**config.mk**
```make
export PLATFORM = sky130hd
export DESIGN_NAME = f32_normalize_round
export DESIGN_NICKNAME = d
export VERILOG_FILES = /design/src/rtl/f32_normalize_round.sv
export SDC_FILE = /design/constraint.sdc
export NUM_CORES = 1
export LEC_CHECK = 0
export ABC_AREA = 1
export BUFFER_PORTS_ARGS = -buffer_cell sky130_fd_sc_hd__buf_2
export CORE_UTILIZATION = 34
export CTS_CLUSTER_DIAMETER = 30
export DETAILED_ROUTE_END_ITERATION = 7
export GPL_ROUTABILITY_DRIVEN = 0
export GPL_TIMING_DRIVEN = 0
export PLACE_DENSITY_LB_ADDON = 0.05
export SLEW_MARGIN = 20
export SYNTH_ARGS = -nofsm -noshare
export SYNTH_HDL_FRONTEND = slang
export SYNTH_SLANG_ARGS = --single-unit
```
**constraint.sdc**
```tcl
create_clock -name clk -period 2.25 [get_ports clk]
set_input_delay 0.225 -clock clk [delete_from_list [all_inputs] [get_ports clk]]
set_output_delay 0.225 -clock clk [all_outputs]
set_load 0.02 [all_outputs]
```
**src/rtl/f32_normalize_round.sv**
```systemverilog
// Post-add normalize and round stage producing a packed IEEE-754 single.
// Define F32_ROUND_NEAREST_EN for round-to-nearest-even; the default build truncates.
module f32_normalize_round #(
  parameter int EW = 8,
  parameter int MW = 23
) (
  input  logic          clk,
  input  logic          rst_n,
  input  logic          in_valid,
  output logic          in_ready,
  input  logic          in_sign,
  input  logic [EW-1:0] in_exp,
  input  logic [MW+3:0] in_mant,
  output logic          out_valid,
  input  logic          out_ready,
  output logic [31:0]   r,
  output logic          overflow,
  output logic          underflow
);

  typedef enum logic [1:0] {IDLE, NORM, ROUND, DONE} state_t;

  // One spare exponent bit so exp+1 on a carry can reach the overflow range.
  localparam int XW = EW + 1;
  localparam logic [XW-1:0] EXP_ONE = {{(XW-1){1'b0}}, 1'b1};
  localparam logic [XW-1:0] EXP_MAX = {1'b0, {EW{1'b1}}};

  state_t        state_q, state_d;
  logic          sign_q, sign_d;
  logic [XW-1:0] exp_q, exp_d;
  logic [MW+3:0] mant_q, mant_d;
  logic          nz_q, nz_d;
  logic          in_ready_q, in_ready_d;
  logic          out_valid_q, out_valid_d;
  logic [31:0]   r_q, r_d;
  logic          overflow_q, overflow_d;
  logic          underflow_q, underflow_d;

  logic          round_inc;
  logic [MW+1:0] rnd_sum;
  logic [XW-1:0] rnd_exp;
  logic [MW-1:0] rnd_frac;

  always_comb begin
`ifdef F32_ROUND_NEAREST_EN
    round_inc = mant_q[1] & (mant_q[0] | mant_q[2]);
`else
    round_inc = 1'b0;
`endif
    rnd_sum  = {1'b0, mant_q[MW+2:2]} + {{(MW+1){1'b0}}, round_inc};
    rnd_exp  = exp_q;
    rnd_frac = rnd_sum[MW-1:0];
    // A denormal that rounds up into the hidden bit becomes the smallest normal.
    if (rnd_sum[MW+1]) begin
      rnd_frac = rnd_sum[MW:1];
      rnd_exp  = exp_q + EXP_ONE;
    end else if (exp_q == '0 && rnd_sum[MW]) begin
      rnd_exp = EXP_ONE;
    end
  end

  always_comb begin
    state_d     = state_q;
    sign_d      = sign_q;
    exp_d       = exp_q;
    mant_d      = mant_q;
    nz_d        = nz_q;
    in_ready_d  = in_ready_q;
    out_valid_d = out_valid_q;
    r_d         = r_q;
    overflow_d  = overflow_q;
    underflow_d = underflow_q;
    case (state_q)
      IDLE: begin
        if (in_valid && in_ready_q) begin
          sign_d     = in_sign;
          exp_d      = {1'b0, in_exp};
          mant_d     = in_mant;
          nz_d       = |in_mant;
          in_ready_d = 1'b0;
          state_d    = NORM;
        end else begin
          in_ready_d = 1'b1;
        end
      end
      NORM: begin
        if (mant_q == '0) begin
          r_d         = {sign_q, {(EW+MW){1'b0}}};
          overflow_d  = 1'b0;
          underflow_d = 1'b0;
          out_valid_d = 1'b1;
          state_d     = DONE;
        end else if (mant_q[MW+3]) begin
          mant_d  = {1'b0, mant_q[MW+3:2], |mant_q[1:0]};
          exp_d   = exp_q + EXP_ONE;
          state_d = ROUND;
        end else if (mant_q[MW+2]) begin
          state_d = ROUND;
        end else if (exp_q <= EXP_ONE) begin
          exp_d   = '0;
          state_d = ROUND;
        end else begin
          mant_d = mant_q << 1;
          exp_d  = exp_q - EXP_ONE;
        end
      end
      ROUND: begin
        out_valid_d = 1'b1;
        state_d     = DONE;
        if (rnd_exp >= EXP_MAX) begin
          r_d         = {sign_q, {EW{1'b1}}, {MW{1'b0}}};
          overflow_d  = 1'b1;
          underflow_d = 1'b0;
        end else begin
          r_d         = {sign_q, rnd_exp[EW-1:0], rnd_frac};
          overflow_d  = 1'b0;
          underflow_d = nz_q && (rnd_exp[EW-1:0] == '0);
        end
      end
      DONE: begin
        if (out_ready) begin
          out_valid_d = 1'b0;
          in_ready_d  = 1'b1;
          state_d     = IDLE;
        end
      end
      default: state_d = IDLE;
    endcase
  end

  always_ff @(posedge clk or negedge rst_n) begin
    if (!rst_n) begin
      state_q     <= IDLE;
      sign_q      <= 1'b0;
      exp_q       <= '0;
      mant_q      <= '0;
      nz_q        <= 1'b0;
      in_ready_q  <= 1'b0;
      out_valid_q <= 1'b0;
      r_q         <= '0;
      overflow_q  <= 1'b0;
      underflow_q <= 1'b0;
    end else begin
      state_q     <= state_d;
      sign_q      <= sign_d;
      exp_q       <= exp_d;
      mant_q      <= mant_d;
      nz_q        <= nz_d;
      in_ready_q  <= in_ready_d;
      out_valid_q <= out_valid_d;
      r_q         <= r_d;
      overflow_q  <= overflow_d;
      underflow_q <= underflow_d;
    end
  end

  assign in_ready  = in_ready_q;
  assign out_valid = out_valid_q;
  assign r         = r_q;
  assign overflow  = overflow_q;
  assign underflow = underflow_q;

endmodule

```
-- After elaboration in Yosys (flattened, before gate mapping)
Cells that the tools add are included.
- output and inout bits: 36
- register bits after elaboration: 76
- logic and storage cells: 80
- bits of input ports: 40
- equality and inequality tests: 10
- add/sub/neg operators: 2
- multiplexer cells: 34
- reduce and logical (&&, ||, !) cells: 21
- magnitude comparators: 2
- operators with widths (operator ; number):
    $mux 26 ; 3
    $pmux 32 s2 ; 1
    $mux 27 ; 2
    $mux 9 ; 6
    $pmux 27 s2 ; 1
    $mux 32 ; 1
    $mux 31 ; 1
    $logic_not 27->1 ; 1
    $reduce_or 27->1 ; 1
    $pmux 9 s2 ; 1
    $mux 2 ; 6
    $add 9x1->9 const B ; 1
    $ge 9x8->1 const B ; 1
    $le 9x1->1 const B ; 1
    $logic_not 9->1 ; 1
    $reduce_and 3->1 ; 3
    $sub 9x1->9 const B ; 1
    $logic_not 8->1 ; 1
    $ne 2x2->1 const B ; 4
    $pmux 2 s4 ; 1
    $mux 1 ; 7
    $ne 3x3->1 const B ; 2
    $pmux 1 s2 ; 3
    $reduce_and 2->1 ; 3
    other kinds (11) ; 16

-- Depth between registers and ports, before layout
- word-level depth: 7
- depth in mapped cells: 12
- gate-level depth less buffers: 12

-- Worst setup path before layout
OpenSTA, ideal clock, no wires.
- kind: reg-to-reg
- from: register state_q[1]
- to: register mant_q[11]
- path buffers: 3
- arrival time: 1623 ps
- stages on the path, launching flop included: 11
- library setup time: 121 ps
- period minus slack after synthesis: 1743 ps
- data required time: 2129 ps
- slack: 507 ps
- cells stage by stage: dfrtp_1 -> inv_1 -> ha_1 -> buf_2 -> nand2_1 -> buf_2 -> buf_2 -> o22ai_1 -> o21bai_1 -> inv_1 -> o21ai_1
- word-level cells in the longest chain between the ends: 3
- elaborated cells on any way between the ends: 9
- classes of those cells: eq/ne (5); mux (1); reduce/logical (3)
- RTL lines (item ; line ; RTL):
    from (decl) ; 28 ; state_t state_q, state_d;
    from (signal assigned) ; 144 ; state_q <= state_d;
    $eq 2x1->1 / $logic_not 2->1 (equally long branches) ; 73 ; case (state_q)
    $ne 3x3->1 (no line), or another cell as far along ; n/a ;
    $reduce_and 5->1 (no line) ; n/a ;
    to (signal assigned) ; 147 ; mant_q <= mant_d;
    to (decl) ; 31 ; logic [MW+3:0] mant_q, mant_d;
Parallel ways exist; a longest one is shown, timed or not.
A chain may end at the register's enable or synchronous reset.

-- Final worst setup path
- from: register state_q[1]
- to: register mant_q[10]
The elaborated chain is that of the path after synthesis.

==> out/metrics.csv <==
metric;value;unit
status;finished, final reports clean;
crit_type;register to register;
syn-cell-area;4760;sq um
fin_skew;0.00481;ns
max-vdd-ir-drop;652;uV
drtIter0Drc;335;
num_vias;4542;
clock-sinks;76;
hp-class;input port to register;
synth_nets;718;
cts_buffers;9;
fin_worst_hold_slack;0.141;ns
dieArea;14500;sq um
antenna_found_initial;0;
io_pins;76;
wire_per_inst;15.0;microns
ys_seq_elements;76;
cellLeakagePower;0.00309;uW
vias_per_cell;4.84;
worstPathMaxFanout;10;
firstDrtPassIters;5;
yosys_warnings;0;
final_layout_size_suffix_gt1_frac;0.197;
startpoint_type;register;
grt_overflow;0;
endpoint_kind;register;
final_nets;806;
m1WireLength;7390;microns
hold_viol;0;
grt_pass1_wl;22800;microns
synth-seq-area-share;0.400;
highest_layer;met4;
cts_root_buf;clkbuf_16;
worstMarginPinSlew;0.586;ns
clk_pin_slew;0.06;ns
diodes;0;
start_util;0.354;
cts_max_level;3;
rsz0062_at_grt;no;
postSynthCellCount;670;
fmax;494;MHz
synthToLayoutAreaGrowth;19.1;%
cts_tree;yes;
postRouteAntennaNets;0;
cp.required;2.48;ns
die_x;120;microns
insertion_delay;0.34;ns
setup_viol;0;
syn_area_per_cell;7.10;sq um
num_rows;42;
drc;0;
cts-resized-gates;0;
grt_max_degree;44;
worstPathArrival;2.26;ns
ctsHoldBuffers;1;
port_buffers;75;
grt_usage;0.207;
cts_setup_buffers;0;
fillers;1497;
wl;14100;microns
setup_tns;0;ns
relSlewSlack;0.609;
maxSlewViolCount;0;
wl_met3;766;microns
cap_violations;0;
yosysUniqueCellTypes;35;
first_global_vias;4332;
power_density;1590;nW/um^2
route.met2.wl;5670;microns
die_h;120;microns
core_area;13500;sq um
fin_crit_sh;0.901;
clk_path_buf_depth;2;
hpwlAfterDp;10600;microns
period_minus_slack;2.03;ns
-- cell usage after synthesis, drive strengths merged --
cell type	number	area, sq um
a21oi	11	55.1
nor2	40	195
mux2	1	11.3
xnor2	1	8.76
nand4	19	119
inv	97	364
o21ai	36	236
nor4	3	18.8
a22oi	1	7.51
nand3	36	205
o21bai	17	128
nor3	2	10.0
dfrtp	76	1900
o22ai	17	106
nand2	270	1050
a31oi	1	6.26
xor2	3	26.3
nand3b	1	7.51
clkbuf	2	7.51
buf	27	184
o211ai	1	7.51
ha	8	100
-- power breakdown --
part	internal (uW)	switching, uW
registers	1970	580
clock network	774	580
logic	1780	3340
-- worst max-delay path, stage by stage, from the launching register on --
cell and delay, ns:
dfrtp_1 0.40, inv_1 0.09, ha_1 0.17, buf_2 0.19, nand2_1 0.15, buf_2 0.24, buf_2 0.27, o22ai_1 0.10
o21bai_1 0.18, inv_1 0.05, o21ai_1 0.06
-- sequential cells by signal, summed over array words and instances, names as in the netlist --
register and count:
sign_q 1, in_ready 1, overflow 1, nz_q 1
out_valid 1, underflow 1, state_q 2, exp_q 9
r 32, mant_q 27
-- cells by family after synthesis --
logic type               after synthesis  synth area share
flip-flops                            76             0.400
multiplexers                           1           0.00237
adder cells (fa/ha/maj)                8            0.0210
AND/OR/NAND/NOR                      371             0.338
XOR/XNOR                               4           0.00737
buffers and inverters                126             0.117
AO/OA/AOI/OAI                         84             0.115
-- per-layer routing --
layer  GRT usage  vias to the layer above
li1            -                     2275
met2       0.293                      136
met5           0                        -
met3      0.0288                       18
met4      0.0787                        0
met1       0.315                     2113
-- layout make-up --
class | instances | area (sq um) | area share
Inverter | 97 | 364 | 0.0643
Timing Repair Buffer | 77 | 415 | 0.0734
Tap cell | 176 | 220 | 0.0389
Buffer | 29 | 191 | 0.0338
Clock inverter | 4 | 25.0 | 0.00442
Clock buffer | 12 | 246 | 0.0435
Sequential cell | 76 | 1900 | 0.336
Multi-Input combinational cell | 468 | 2300 | 0.406
-- cell usage in the layout (no fill, tap or decap), types with 3 or more instances in the layout --
cell and count:
a21oi_1 11, buf_2 89, buf_4 6, buf_6 3, clkbuf_1 4, clkbuf_16 9
dfrtp_1 76, ha_1 8, inv_1 95, nand2_1 263, nand2_2 5, nand3_1 34
nand4_1 19, nor2_1 32, nor2_2 3, nor2_4 5, nor4_1 3, o21ai_0 12
o21ai_1 9, o21ai_2 15, o21bai_1 17, o22ai_1 17, xor2_1 3
-- stage by stage --
stage / setup slack (ns) / instance area (sq um) / std cells / total power [uW] / utilization
finish: 0.224 / 5660 / 939 / 9030 / 0.421
global placement: 0.251 / 5350 / 921 / 7640 / 0.398
detailed placement: 0.250 / 5380 / 922 / 7710 / 0.400
floorplan: 0.507 / 4760 / 670 / 6220 / -
global route: 0.0348 / 5660 / 939 / 9860 / 0.421
CTS: 0.222 / 5660 / 939 / 9100 / 0.421
-- final timing paths --
check,cells past startpoint,slack (ns),start,endpoint
worst min register to register,2,0.47,r[22],r[22]
min in group asynchronous,2,0.38,rst_n,r[5]
max in group asynchronous,3,1.27,rst_n,exp_q[8]
worst min-delay path,2,0.14,in_sign,sign_q
worst max register to register,10,0.22,state_q[1],mant_q[10]
worst max-delay path,10,0.22,state_q[1],mant_q[10]
Note: power is estimated with default switching activity, not from simulation.
